===== config.mk =====
export PLATFORM = sky130hd
export DESIGN_NAME = i2c_cmd_arbiter_flat
export DESIGN_NICKNAME = d
export VERILOG_FILES = /design/src/rtl/i2c_cmd_arbiter_if.sv /design/src/rtl/i2c_cmd_arbiter.sv /design/src/flat_wrapper.sv
export SDC_FILE = /design/constraint.sdc
export NUM_CORES = 1
export LEC_CHECK = 0
export ABC_AREA = 0
export ABC_CLOCK_PERIOD_IN_PS = 2400
export BUFFER_PORTS_ARGS = -buffer_cell sky130_fd_sc_hd__buf_4
export CORE_UTILIZATION = 40
export CTS_CLUSTER_DIAMETER = 40
export DETAILED_ROUTE_END_ITERATION = 16
export HOLD_SLACK_MARGIN = 0.08
export SETUP_SLACK_MARGIN = 0.2
export SLEW_MARGIN = 20
export SYNTH_ARGS = -nofsm -noshare
export SYNTH_HDL_FRONTEND = slang
export SYNTH_SLANG_ARGS = --single-unit
export TNS_END_PERCENT = 20

===== constraint.sdc =====
create_clock -name clk_i2c -period 2.4 [get_ports clk_i2c]
set_input_delay 0.12 -clock clk_i2c [delete_from_list [all_inputs] [get_ports clk_i2c]]
set_output_delay 0.12 -clock clk_i2c [all_outputs]
set_load 0.02 [all_outputs]

===== src/rtl/i2c_cmd_arbiter_if.sv =====
// Bus bundle between the two command sources, the arbiter and the I2C_Controller.
// The master side is the arbiter; the slave side is the requesters plus the controller.
interface i2c_cmd_arbiter_if;
  logic        req0;
  logic [23:0] data0;
  logic        req1;
  logic [23:0] data1;
  logic        done0;
  logic        err0;
  logic        done1;
  logic        err1;
  logic [1:0]  gnt;
  logic [23:0] mi2c_data;
  logic        mi2c_go;
  logic        mi2c_end;
  logic [2:0]  mi2c_ack;
  logic [2:0]  last_ack;
  logic        busy;

  modport master (
    input  req0, data0, req1, data1, mi2c_end, mi2c_ack,
    output done0, err0, done1, err1, gnt, mi2c_data, mi2c_go, last_ack, busy
  );

  modport slave (
    output req0, data0, req1, data1, mi2c_end, mi2c_ack,
    input  done0, err0, done1, err1, gnt, mi2c_data, mi2c_go, last_ack, busy
  );
endinterface


===== src/rtl/i2c_cmd_arbiter.sv =====
// Round-robin arbiter sharing one I2C_Controller between two 24-bit command sources,
// with NACK retry, per-issue timeout and an enforced idle gap between GO pulses.
module i2c_cmd_arbiter #(
  parameter int unsigned MAX_RETRY   = 2,
  parameter logic [15:0] TIMEOUT_CYC = 16'd2000,
  parameter logic [3:0]  GAP_CYC     = 4'd2
) (
  input logic               clk_i2c,
  input logic               reset,
  i2c_cmd_arbiter_if.master bus
);

  localparam logic [7:0] RETRY_LIM = MAX_RETRY[7:0];

  typedef enum logic [2:0] {
    IDLE      = 3'd0,
    ISSUE     = 3'd1,
    WAIT_BUSY = 3'd2,
    WAIT_DONE = 3'd3,
    CHECK     = 3'd4,
    GAP       = 3'd5
  } state_t;

  state_t      state_q, state_d;
  logic [1:0]  gnt_q, gnt_d;
  logic [23:0] data_q, data_d;
  logic        go_q, go_d;
  logic [2:0]  ack_q, ack_d;
  logic [7:0]  retry_q, retry_d;
  logic [15:0] tcnt_q, tcnt_d;
  logic [3:0]  gcnt_q, gcnt_d;
  logic        pend_q, pend_d;
  logic        last_q, last_d;
  logic        done0_q, done0_d;
  logic        err0_q, err0_d;
  logic        done1_q, done1_d;
  logic        err1_q, err1_d;
  logic        timeout_hit;

  assign timeout_hit = (TIMEOUT_CYC != 16'd0) && (tcnt_q == TIMEOUT_CYC);

  always_comb begin
    state_d = state_q;
    gnt_d   = gnt_q;
    data_d  = data_q;
    go_d    = go_q;
    ack_d   = ack_q;
    retry_d = retry_q;
    tcnt_d  = tcnt_q;
    gcnt_d  = gcnt_q;
    pend_d  = pend_q;
    last_d  = last_q;
    done0_d = 1'b0;
    err0_d  = 1'b0;
    done1_d = 1'b0;
    err1_d  = 1'b0;

    case (state_q)
      IDLE: begin
        // last_q names the requester served most recently; the other one wins a tie
        if (bus.req0 && (!bus.req1 || last_q)) begin
          gnt_d   = 2'b01;
          data_d  = bus.data0;
          retry_d = 8'd0;
          state_d = ISSUE;
        end else if (bus.req1) begin
          gnt_d   = 2'b10;
          data_d  = bus.data1;
          retry_d = 8'd0;
          state_d = ISSUE;
        end
      end

      ISSUE: begin
        go_d    = 1'b1;
        tcnt_d  = 16'd0;
        pend_d  = 1'b0;
        state_d = WAIT_BUSY;
      end

      WAIT_BUSY, WAIT_DONE: begin
        if (timeout_hit) begin
          err0_d  = gnt_q[0];
          err1_d  = gnt_q[1];
          last_d  = gnt_q[1];
          go_d    = 1'b0;
          gcnt_d  = 4'd0;
          state_d = GAP;
        end else begin
          tcnt_d = tcnt_q + 16'd1;
          // END must be seen low before its rising edge counts as completion
          if (state_q == WAIT_BUSY) begin
            if (!bus.mi2c_end) state_d = WAIT_DONE;
          end else if (bus.mi2c_end) begin
            ack_d   = bus.mi2c_ack;
            go_d    = 1'b0;
            state_d = CHECK;
          end
        end
      end

      CHECK: begin
        gcnt_d  = 4'd0;
        state_d = GAP;
        if (ack_q == 3'b000) begin
          done0_d = gnt_q[0];
          done1_d = gnt_q[1];
          last_d  = gnt_q[1];
        end else if (retry_q < RETRY_LIM) begin
          retry_d = retry_q + 8'd1;
          pend_d  = 1'b1;
        end else begin
          err0_d  = gnt_q[0];
          err1_d  = gnt_q[1];
          last_d  = gnt_q[1];
        end
      end

      GAP: begin
        if ((gcnt_q + 4'd1) >= GAP_CYC) begin
          if (pend_q) begin
            state_d = ISSUE;
          end else begin
            gnt_d   = 2'b00;
            state_d = IDLE;
          end
        end else begin
          gcnt_d = gcnt_q + 4'd1;
        end
      end

      default: begin
        gnt_d   = 2'b00;
        go_d    = 1'b0;
        state_d = IDLE;
      end
    endcase
  end

  always_ff @(posedge clk_i2c) begin
    if (reset) begin
      state_q <= IDLE;
      gnt_q   <= 2'b00;
      data_q  <= 24'd0;
      go_q    <= 1'b0;
      ack_q   <= 3'b000;
      retry_q <= 8'd0;
      tcnt_q  <= 16'd0;
      gcnt_q  <= 4'd0;
      pend_q  <= 1'b0;
      last_q  <= 1'b1;
      done0_q <= 1'b0;
      err0_q  <= 1'b0;
      done1_q <= 1'b0;
      err1_q  <= 1'b0;
    end else begin
      state_q <= state_d;
      gnt_q   <= gnt_d;
      data_q  <= data_d;
      go_q    <= go_d;
      ack_q   <= ack_d;
      retry_q <= retry_d;
      tcnt_q  <= tcnt_d;
      gcnt_q  <= gcnt_d;
      pend_q  <= pend_d;
      last_q  <= last_d;
      done0_q <= done0_d;
      err0_q  <= err0_d;
      done1_q <= done1_d;
      err1_q  <= err1_d;
    end
  end

  assign bus.gnt       = gnt_q;
  assign bus.mi2c_data = data_q;
  assign bus.mi2c_go   = go_q;
  assign bus.last_ack  = ack_q;
  assign bus.done0     = done0_q;
  assign bus.err0      = err0_q;
  assign bus.done1     = done1_q;
  assign bus.err1      = err1_q;
  assign bus.busy      = (state_q != IDLE);

endmodule


===== src/flat_wrapper.sv =====
// flat-port wrapper written by rule: the top's interface ports become plain ports
module i2c_cmd_arbiter_flat 
#(
  parameter int unsigned MAX_RETRY   = 2,
  parameter logic [15:0] TIMEOUT_CYC = 16'd2000,
  parameter logic [3:0]  GAP_CYC     = 4'd2
)
  (clk_i2c, reset, bus_req0, bus_data0, bus_req1, bus_data1, bus_mi2c_end, bus_mi2c_ack, bus_done0, bus_err0, bus_done1, bus_err1, bus_gnt, bus_mi2c_data, bus_mi2c_go, bus_last_ack, bus_busy);
  i2c_cmd_arbiter_if bus_i ();
  input logic clk_i2c;
  input logic reset;
  input wire logic [$bits(bus_i.req0)-1:0] bus_req0;
  input wire logic [$bits(bus_i.data0)-1:0] bus_data0;
  input wire logic [$bits(bus_i.req1)-1:0] bus_req1;
  input wire logic [$bits(bus_i.data1)-1:0] bus_data1;
  input wire logic [$bits(bus_i.mi2c_end)-1:0] bus_mi2c_end;
  input wire logic [$bits(bus_i.mi2c_ack)-1:0] bus_mi2c_ack;
  output wire logic [$bits(bus_i.done0)-1:0] bus_done0;
  output wire logic [$bits(bus_i.err0)-1:0] bus_err0;
  output wire logic [$bits(bus_i.done1)-1:0] bus_done1;
  output wire logic [$bits(bus_i.err1)-1:0] bus_err1;
  output wire logic [$bits(bus_i.gnt)-1:0] bus_gnt;
  output wire logic [$bits(bus_i.mi2c_data)-1:0] bus_mi2c_data;
  output wire logic [$bits(bus_i.mi2c_go)-1:0] bus_mi2c_go;
  output wire logic [$bits(bus_i.last_ack)-1:0] bus_last_ack;
  output wire logic [$bits(bus_i.busy)-1:0] bus_busy;
  assign bus_i.req0 = bus_req0;
  assign bus_i.data0 = bus_data0;
  assign bus_i.req1 = bus_req1;
  assign bus_i.data1 = bus_data1;
  assign bus_i.mi2c_end = bus_mi2c_end;
  assign bus_i.mi2c_ack = bus_mi2c_ack;
  assign bus_done0 = bus_i.done0;
  assign bus_err0 = bus_i.err0;
  assign bus_done1 = bus_i.done1;
  assign bus_err1 = bus_i.err1;
  assign bus_gnt = bus_i.gnt;
  assign bus_mi2c_data = bus_i.mi2c_data;
  assign bus_mi2c_go = bus_i.mi2c_go;
  assign bus_last_ack = bus_i.last_ack;
  assign bus_busy = bus_i.busy;
  i2c_cmd_arbiter #(.MAX_RETRY(MAX_RETRY), .TIMEOUT_CYC(TIMEOUT_CYC), .GAP_CYC(GAP_CYC)) u_core (.clk_i2c(clk_i2c), .reset(reset), .bus(bus_i));
endmodule

==> results of run 1 <==
[cells in the mapped netlist (all sizes together), types with 2 or more instances]
cell and number:
o21ai 3, nor3 14, xnor2 6, o311ai 2, inv 8, or4b 2
nand3b 2, nor2 55, and2 9, nand2 11, xor2 10, mux2 2
o32ai 2, ha 5, or2 2, a211oi 26, nand2b 3, nor4 4
dfxtp 67, nand4 3, or4 4, nor2b 3, clkbuf 11, nor3b 3
nor4b 3, a22oi 2, mux2i 27, a21oi 9, buf 10, o21ba 2
nand3 7
[state kept, by name (all words and copies together) (netlist names), 2 cells and up]
| register | count |
|---|---|
| u_core.bus.last_ack | 3 |
| u_core.state_q | 3 |
| u_core.bus.mi2c_data | 24 |
| u_core.bus.gnt | 2 |
| u_core.tcnt_q | 16 |
| u_core.retry_q | 8 |
| u_core.gcnt_q | 4 |
[cells by family (layout without fill, tap and decap cells)]
group                    Yosys count  in the layout  synth area share
AO/OA/AOI/OAI                     54             54            0.1317
XOR/XNOR                          16             16           0.04624
adder cells (fa/ha/maj)            5              5           0.02064
buffers and inverters             29            121           0.04335
flip-flops                        67             67            0.4426
multiplexers                      29             29           0.09661
AND/OR/NAND/NOR                  127            127            0.2188
[cell type report]
class	instances	area, µm²	area share
Clock inverter	6	42.54	0.01068
Multi-Input combinational cell	231	1583	0.3973
Sequential cell	67	1341	0.3367
Tap cell	99	123.9	0.03109
Clock buffer	10	127.6	0.03204
Inverter	8	30.03	0.007538
Timing Repair Buffer	97	735.7	0.1847
[worst min-delay path, delay by kind of cell]
kind,cells,cell delay (ns)
AOI/OAI and AO/OA,1,0.08
muxes,1,0.11
buffers and inverters,1,0.11
[layout by cell type, fill, tap and decap left out, types with 3 or more instances in the layout]
| master | n |
|---|---|
| a211oi_1 | 24 |
| nor2_1 | 54 |
| inv_1 | 8 |
| ha_1 | 5 |
| or4_1 | 3 |
| nor2b_1 | 3 |
| dfxtp_1 | 67 |
| nor3b_1 | 3 |
| nor3_1 | 14 |
| dlygate4sd3_1 | 3 |
| and2_1 | 8 |
| nor4_1 | 3 |
| clkbuf_8 | 9 |
| xnor2_1 | 6 |
| nand2_1 | 10 |
| a21oi_1 | 9 |
| nand4_1 | 3 |
| nand2b_1 | 3 |
| mux2i_1 | 27 |
| xor2_1 | 10 |
| nand3_1 | 7 |
| buf_4 | 94 |
[power groups by stage]
stage	Clock, mW	Sequential [mW]	Combinational, mW
2_1_floorplan	0	1.53	0.592
3_3_place_gp	0	1.40	1.13
3_5_place_dp	0	1.40	1.13
4_1_cts	0.831	1.38	1.13
5_1_grt	0.896	1.40	1.23
6_report	0.810	1.38	1.12
[worst paths after layout]
path | slack [ns] | endpoint | depth (start not counted)
worst max-delay path | 0.31 | u_core.gcnt_q[0]$_SDFFE_PP0P_ | 7
worst min-delay path | 0.12 | u_core.bus.mi2c_data[21]$_SDFFE_PP0P_ | 3
worst max register to register | 0.31 | u_core.gcnt_q[0]$_SDFFE_PP0P_ | 7
worst min register to register | 0.47 | u_core.retry_q[4]$_SDFFE_PP0P_ | 1
[repair_timing]
action                                 CTS  global route
hold buffers                             3             0
setup endpoints to repair                0             3
endpoints found under the hold margin    3             0
gates resized for setup                  0             1
[stage by stage]
step | hold WS [ns] | instances
6_report | 0.1244 | 518
5_1_grt | 0.1133 | 518
4_1_cts | 0.1122 | 518
3_5_place_dp | 0.3622 | 499
3_3_place_gp | 0.3556 | 499
2_1_floorplan | 0.2672 | 327
[layer usage]
layer | up-vias | routed length (µm)
li1 | 1336 | -
met1 | 1184 | 3150
met2 | 60 | 3272
met3 | 4 | 370
met4 | 0 | 51
met5 | - | 0
==> reports/metrics.yaml, run 1 <==
cts:
  cts_buffer_depth: 2
  clk_pin_slew_ns: 0.08
  clock_sinks: 67
  cts_setup_buffers: 0
  clock_latency_ns: 0.33
  cts_made_buffers: 9
  tritoncts: "built"
  root_buffer: "clkbuf_8"
  htreeDepth: 3
worst_setup_path:
  cp_slowest_cell: "or4b_4"
  worst_setup_path_end_kind: "flip-flop"
  worstPathCellList: "inv_1 -> ha_1 -> or4b_4 -> nor4_4 -> and2_2 -> nor3b_1 -> mux2_2"
  crit_required_ns: 2.61
  cp-start-kind: "flip-flop"
  critPathTopFamily: "simple AND/OR/NAND/NOR gates"
  worstSetupStartpoint: "u_core.tcnt_q[0]$_SDFFE_PP0P_"
  path_max_fanout: 5
  critical_path_arrival_ns: 2.30
  path_class: "flip-flop to flip-flop"
  r2r-start: "u_core.tcnt_q[0]$_SDFFE_PP0P_"
  cpPeakStageDelay_ns: 0.47
  critical_path_buf_inv_count: 1
power_and_ir_drop:
  p_leak_nw: 1.661
  p_clk_frac: 0.245
  ir_drop_uv: 416.8
  power_frac_seq: 0.417
  switching_share: 0.3606
  switching_power_mw: 1.193
  combPwrFrac: 0.339
  intPower_mw: 2.116
  p_per_area_nw_per_um2: 830.7
  p_total_mw: 3.309
grt:
  antenna_found_initial: 0
  globalRouteMet1Util: 0.2274
  overflow: 0
  grt_pass1_vias: 2289
  track_usage: 0.1803
  grt_max_degree: 51
  use_met3: 0.07110
  grt_pass1_wl_um: 10860
  grt_use_met2: 0.2867
  grt.busiest_layer: "met2"
place:
  place_hpwl_um: 4941
  gp_congestion: 0.7731
  io_buffer_count: 90
  placed_area_um2: 3777
  place_ws_ns: 0.2816
final_layout:
  postLayoutCellArea_um2: 3984
  fillCellCount: 724
  area_growth_pct: 31.46
  layout.nets: 475
  finish.utilization: 0.5463
  antenna_cells: 0
  drive_gt1_frac: 0.2912
sta:
  finalSetupViolations: 0
  slew_headroom: 0.5183
  setup_tns_ns: 0
  min_period_over_period: 0.8713
  finalHoldViolations: 0
  rsz0062_at_grt: "true"
  skew_ns: 0.01149
  slew_violations: 0
  worst_slew_pin_slew_ns: 0.7170
  fin_crit_ns: 2.091
  postLayoutSetupSlackWorst_ns: 0.3088
  max_freq_mhz: 478.2
yosys:
  yosys-top-cells-area: "dfxtp_1, mux2i_1, nor2_1"
  yosys_warnings: 0
  synth-seq-cells: 67
  synth_cell_types: 53
  synth_area_um2: 3030
  synth_cells: 327
  synth_edf_count: 0
  synth_top_area_cell: "dfxtp_1"
  synthesis.nets: 388
  yosysTopAreaCellShare: 0.4426
  seq_area_frac_synth: 0.4426
  ys.flop_type: "dfxtp_1"
  synth-async-reset-ratio: 0
  postSynthAreaPerCell_um2: 9.267
floorplanning:
  dieArea_um2: 7928
  num_rows: 31
  io_pins: 91
  initial_core_util: 0.4156
  core_area_um2: 7292
  die_width_um: 89.04
  die-height_um: 89.04
run_status:
  status: "finished, final reports clean"
detailed_routing:
  viasPerCell: 4.988
  wire_per_inst_um: 13.21
  drt_iter0_drc: 86
  vias: 2584
  drt.antenna.violating_nets: 0
  drt_pass1_iterations: 4
  wl_um: 6844
  drc: 0
worst_hold_path:
  hold_path.startpoint: "bus_data0[21]"
  hold_path_class: "input pin to flip-flop"
job:
  cap_violations: 0
Note: power is estimated with default switching activity, not from simulation.
==> run 2: changes to the inputs <==
--- a/config.mk
+++ b/config.mk
@@ -7,7 +7,7 @@
 export LEC_CHECK = 0
 export ABC_AREA = 0
 export ABC_CLOCK_PERIOD_IN_PS = 2400
-export BUFFER_PORTS_ARGS = -buffer_cell sky130_fd_sc_hd__buf_4
+export BUFFER_PORTS_ARGS = -buffer_cell sky130_fd_sc_hd__clkbuf_2
 export CORE_UTILIZATION = 40
 export CTS_CLUSTER_DIAMETER = 40
 export DETAILED_ROUTE_END_ITERATION = 16
==> run 2 against run 1 <==
Combinational power is 9% lower. Sequential share of layout area is 1.5 points higher. Die area unchanged. Wire length decreased by 4.5%. Clock-buffer cell count is 5 higher. First-iteration DRC count rose by 29%. Critical path depth unchanged. Hold slack worse by 0.026 ns. Utilization shrank 2.3 points. Via count decreased by 1.0%. Sequential cell count is the same. Critical endpoint is now u_core.bus.mi2c_go$_SDFFE_PP0P_. Largest cell class unchanged.
==> reports/metrics.yaml, run 2 (synthesis gave the netlist of run 1 again) <==
grt:
  grt_max_degree: 50  # -2.0%
  antenna_found_initial: 0  # unchanged
  track_usage: 0.1760  # -0.004263
  grt_pass1_vias: 2222  # -2.9%
  grt_pass1_wl_um: 10550  # -2.9%
  overflow: 0  # unchanged
worst_hold_path:
  hold_path_class: "input pin to flip-flop"
final_layout:
  drive_gt1_frac: 0.2874  # -0.003759
  layout.nets: 477  # +0.42%
  antenna_cells: 0  # unchanged
  multiInputGateArea_um2: 1577  # -0.40%
  area_growth_pct: 25.93
  fillCellCount: 738  # +1.9%
  largest_reg_flops: 24  # unchanged
  mostFrequentLayoutCell: "clkbuf_2"
  finish.utilization: 0.5233  # -0.02299
  regArea_um2: 1341  # unchanged
  final_cell_mix: "clkbuf_2, dfxtp_1, nor2_1"
cts:
  clock_sinks: 67  # unchanged
  cts_buffer_depth: 2  # unchanged
  cts_made_buffers: 9  # unchanged
  tritoncts: "built"
  clock_latency_ns: 0.33  # about the same
  clk_pin_slew_ns: 0.07  # about the same
  root_buffer: "clkbuf_8"
  htreeDepth: 3  # unchanged
worst_setup_path:
  cp_slowest_cell: "o41a_1"
  path_max_fanout: 9  # +4
  cp-start-kind: "flip-flop"
  path_class: "flip-flop to flip-flop"
  crit_required_ns: 2.65  # +0.04 ns
  worstPathCellList: "inv_1 -> ha_1 -> or4b_4 -> o41a_1 -> nand2_4 -> a31oi_1 -> a211oi_2"
  worst_setup_path_end_kind: "flip-flop"
  cpPeakStageDelay_ns: 0.57  # +0.10 ns
  critical_path_arrival_ns: 2.35  # +0.05 ns
floorplanning:
  die_width_um: 89.04  # unchanged
  core_area_um2: 7292  # unchanged
  num_rows: 31  # unchanged
  initial_core_util: 0.4156  # unchanged
  io_pins: 91  # unchanged
  dieArea_um2: 7928  # unchanged
  die-height_um: 89.04  # unchanged
sta:
  setup_tns_ns: 0  # unchanged
  finalSetupViolations: 0  # unchanged
  max_freq_mhz: 478.1  # about the same
  min_period_over_period: 0.8714  # about the same
  worst_slew_pin_slew_ns: 0.7137  # -0.003325 ns
  rsz0062_at_grt: "false"
  finalHoldViolations: 0  # unchanged
  slew_headroom: 0.5205  # +0.002234
  fin_crit_ns: 2.091  # +0.0002190 ns
  skew_ns: 0.006859  # -0.004635 ns
  slew_violations: 0  # unchanged
  timing.hold.ws_ns: 0.09834  # -0.02609 ns
detailed_routing:
  route.met3.wl_um: 267  # -28%
  viasPerCell: 4.919  # -1.4%
  vias: 2558  # -1.0%
  drt_iter0_drc: 111  # +29%
  wl_met2_um: 3010  # -8.0%
  drc: 0  # unchanged
  top_layer: "met4"
  wl_um: 6537  # -4.5%
  met1_length_um: 3144  # -0.19%
  drt.antenna.violating_nets: 0  # unchanged
  wire_per_inst_um: 12.57  # -4.9%
  drt_pass1_iterations: 4  # unchanged
power_and_ir_drop:
  p_leak_nw: 1.632  # -1.7%
  p_per_area_nw_per_um2: 881.1  # +6.1%
  ir_drop_uv: 591.5  # +42%
place:
  place_hpwl_um: 4767  # -3.5%
  gp_congestion: 0.8017  # +3.7%
  io_buffer_count: 90  # unchanged
run_status:
  status: "finished, final reports clean"
job:
  cap_violations: 0  # unchanged
run 2: cell types whose count changed in the layout (fill, tap and decap cells not counted), sizes merged:
cell / change
buf: -88
clkinv: -4
clkinvlp: -2
bufinv: +1
clkbuf: +95
run 2: power by group:
group	leakage [nW]	switching (mW)	total, mW	internal, mW
clock	0.104	0.401	0.968	0.567
sequential	0.547	0.107	1.38	1.27
combinational	0.981	0.640	1.02	0.379
total	1.63	1.15	3.36	2.22
run 2: critical path: cells and delay by family, from the launching register on:
kind            cells  cell delay, ns
fa+ha+maj           1            0.14
buf+inv             1            0.09
flops               1            0.33
compound gates      3            0.87
simple gates        2            0.60
run 2: worst paths after layout:
kind | slack [ns] | startpoint | endpoint | cells after the start
min reg2reg | 0.46 | u_core.retry_q[5]$_SDFFE_PP0P_ | u_core.retry_q[5]$_SDFFE_PP0P_ | 1
max reg2reg | 0.31 | u_core.tcnt_q[0]$_SDFFE_PP0P_ | u_core.bus.mi2c_go$_SDFFE_PP0P_ | 7
max | 0.31 | u_core.tcnt_q[0]$_SDFFE_PP0P_ | u_core.bus.mi2c_go$_SDFFE_PP0P_ | 7
min | 0.1 | bus_data0[5] | u_core.bus.mi2c_data[5]$_SDFFE_PP0P_ | 3
run 2: per-layer routing:
layer  global-route usage  vias to the layer above
li1                     -                     1345
met1               0.2383                     1144
met2               0.2678                       59
met3              0.03878                       10
met4              0.08225                        0
met5                    0                        -
run 2: area by class of cell:
type,count,share of cell area
multi-input combinational,231,0.4131
sequential,67,0.3515
timing repair buffer,99,0.1410
clock buffer,15,0.04623
tap,99,0.03246
clock inverter,1,0.007869
inverter,8,0.007869
run 2: timing repair:
item,4_1_cts,5_1_grt
hold buffers,3,0
hold endpoints to repair,3,0
resized for setup,0,0
setup buffers,0,2
setup endpoints to repair,0,1
run 2: through the flow:
step | setup slack (ns) | total power [mW] | cell area (µm²) | instances
after floorplan | 0.4446 | 2.124 | 3030 | 327
after global placement | 0.3449 | 2.419 | 3565 | 499
after detailed placement | 0.2721 | 2.428 | 3565 | 499
after CTS | 0.2469 | 3.403 | 3801 | 518
after global routing | 0.2052 | 3.576 | 3816 | 520
final | 0.3086 | 3.363 | 3816 | 520
==> run 3: changes to the inputs <==
--- a/config.mk
+++ b/config.mk
@@ -12,6 +12,7 @@
 export CTS_CLUSTER_DIAMETER = 40
 export DETAILED_ROUTE_END_ITERATION = 16
 export HOLD_SLACK_MARGIN = 0.08
+export PLACE_DENSITY = 0.72
 export SETUP_SLACK_MARGIN = 0.2
 export SLEW_MARGIN = 20
 export SYNTH_ARGS = -nofsm -noshare
==> run 3 against run 2 <==
Maximum frequency up 0.34%. Largest power group unchanged. Critical path type unchanged. Highest routed layer unchanged. Final cell count increased by 0.19%. Clock skew up 0.00078 ns. Hold slack got worse by 0.010 ns. Critical endpoint unchanged. First-iteration DRC count decreased by 25%. Final area about the same. Worst setup slack better by 0.0072 ns. Clock-buffer cell count fell by 6. Sequential power hardly changed. Register-to-register slack barely moved.
==> reports/metrics.yaml, run 3 (synthesis gave the netlist of run 1 again) <==
worst_setup_path:
  path_class: "flip-flop to flip-flop"
  cp-start-kind: "flip-flop"
  critical_path_arrival_ns: 2.35  # about the same
  crit_required_ns: 2.66  # about the same
  path_max_fanout: 9  # unchanged
  worst_setup_path_end_kind: "flip-flop"
sta:
  max_freq_mhz: 479.8  # +0.34%
  fin_crit_ns: 2.084  # -0.007164 ns
  skew_ns: 0.007635  # +0.0007757 ns
  finalSetupViolations: 0  # unchanged
  setup_tns_ns: 0  # unchanged
  postLayoutSetupSlackWorst_ns: 0.3157  # +0.007164 ns
  rsz0062_at_grt: "true"
  slew_headroom: 0.5125  # -0.007993
  worst_slew_pin_slew_ns: 0.7198  # +0.006103 ns
  finalHoldViolations: 0  # unchanged
  slew_violations: 0  # unchanged
  min_period_over_period: 0.8685  # -0.002985
final_layout:
  mostFrequentLayoutCell: "clkbuf_2"
  final_cell_mix: "clkbuf_2, dfxtp_1, nor2_1"
  drive_gt1_frac: 0.2915  # +0.004058
  layout.cells.non_filler: 521  # +0.19%
  largest_reg_flops: 24  # unchanged
  antenna_cells: 0  # unchanged
  finish.utilization: 0.5232  # about the same
  layout.nets: 478  # +0.21%
  area_growth_pct: 25.89  # about the same
floorplanning:
  initial_core_util: 0.4156  # unchanged
  dieArea_um2: 7928  # unchanged
  io_pins: 91  # unchanged
  die-height_um: 89.04  # unchanged
  core_area_um2: 7292  # unchanged
  die_width_um: 89.04  # unchanged
  num_rows: 31  # unchanged
place:
  place_ws_ns: 0.2864  # +0.01433 ns
  io_buffer_count: 90  # unchanged
  placed_cells_incl_taps: 500  # +0.20%
  place_hpwl_um: 4949  # +3.8%
  gp_congestion: 0.8198  # +2.3%
grt:
  grt_pass1_wl_um: 11010  # +4.3%
  overflow: 0  # unchanged
  grt_pass1_vias: 2395  # +7.8%
  grt_max_degree: 52  # +4.0%
  antenna_found_initial: 0  # unchanged
  track_usage: 0.1802  # +0.004174
cts:
  clock_latency_ns: 0.35  # +0.02 ns
  cts_buffer_depth: 2  # unchanged
  tritoncts: "built"
  cts_resized: 0  # unchanged
  clock_sinks: 67  # unchanged
  root_buffer: "clkbuf_8"
  htreeDepth: 3  # unchanged
  clk_pin_slew_ns: 0.07  # about the same
  cts_made_buffers: 9  # unchanged
detailed_routing:
  drc: 0  # unchanged
  viasPerCell: 5.106  # +3.8%
  drt.antenna.violating_nets: 0  # unchanged
  drt_pass1_iterations: 4  # unchanged
  vias: 2660  # +4.0%
  wl_um: 6915  # +5.8%
  wire_per_inst_um: 13.27  # +5.6%
  drt_iter0_drc: 83  # -25%
power_and_ir_drop:
  ir_drop_uv: 461.8  # -22%
  p_per_area_nw_per_um2: 873.9  # -0.83%
  p_leak_nw: 1.625  # -0.41%
job:
  cap_violations: 0  # unchanged
run_status:
  status: "finished, final reports clean"
worst_hold_path:
  hold_path_class: "input pin to flip-flop"
run 3: cell types whose count changed in the layout (fill, tap and decap cells not counted), sizes merged:
cell and delta:
clkbuf -6, clkinv +4, clkinvlp +2, dlygate4sd3 +2, buf -1
run 3: power by group:
part	switching [mW]	total [mW]	internal, mW
registers	0.111	1.38	1.27
logic	0.652	1.03	0.383
clock network	0.445	0.920	0.475
run 3: critical path, cell delays in order (launching register included):
cell and delay, ns:
dfxtp_1 0.34, inv_1 0.10, ha_1 0.15, or4b_4 0.47, o41a_1 0.53, nand2_4 0.11, a31oi_1 0.10, a211oi_2 0.21
run 3: timing repair:
| item | CTS | global route |
|---|---|---|
| hold endpoints to repair | 5 | 0 |
| setup buffers | 0 | 0 |
| hold buffers | 5 | 0 |
| setup endpoints to repair | 0 | 5 |
run 3: layout make-up:
class | count | area, µm²
Clock buffer | 9 | 123.9
Clock inverter | 7 | 68.82
Tap cell | 99 | 123.9
Fill cell | 725 | 3477
Inverter | 8 | 30.03
Sequential cell | 67 | 1341
Multi-Input combinational cell | 231 | 1577
Timing Repair Buffer | 100 | 550.5
run 3: through the flow:
step | power, mW | cell area, µm² | hold WS [ns]
2_1_floorplan | 2.124 | 3030 | 0.2672
3_3_place_gp | 2.415 | 3572 | 0.3586
3_5_place_dp | 2.441 | 3572 | 0.3691
4_1_cts | 3.366 | 3815 | 0.08001
5_1_grt | 3.549 | 3815 | 0.08545
6_report | 3.334 | 3815 | 0.08786
run 3: worst paths after layout:
check | from | slack [ns] | to | cells after the start
worst max-delay path | u_core.tcnt_q[0]$_SDFFE_PP0P_ | 0.32 | u_core.bus.mi2c_go$_SDFFE_PP0P_ | 7
worst min-delay path | bus_data0[3] | 0.09 | u_core.bus.mi2c_data[3]$_SDFFE_PP0P_ | 3
worst max register to register | u_core.tcnt_q[0]$_SDFFE_PP0P_ | 0.32 | u_core.bus.mi2c_go$_SDFFE_PP0P_ | 7
worst min register to register | u_core.retry_q[4]$_SDFFE_PP0P_ | 0.47 | u_core.retry_q[4]$_SDFFE_PP0P_ | 1
run 3: routing by layer:
metal | GRT usage | up-vias | part of all wire
met3 | 0.04801 | 9 | 0.039
met5 | 0 | - | 0
met1 | 0.2255 | 1256 | 0.45
met4 | 0.05628 | 0 | 0.0098
met2 | 0.3042 | 52 | 0.50
li1 | - | 1343 | -
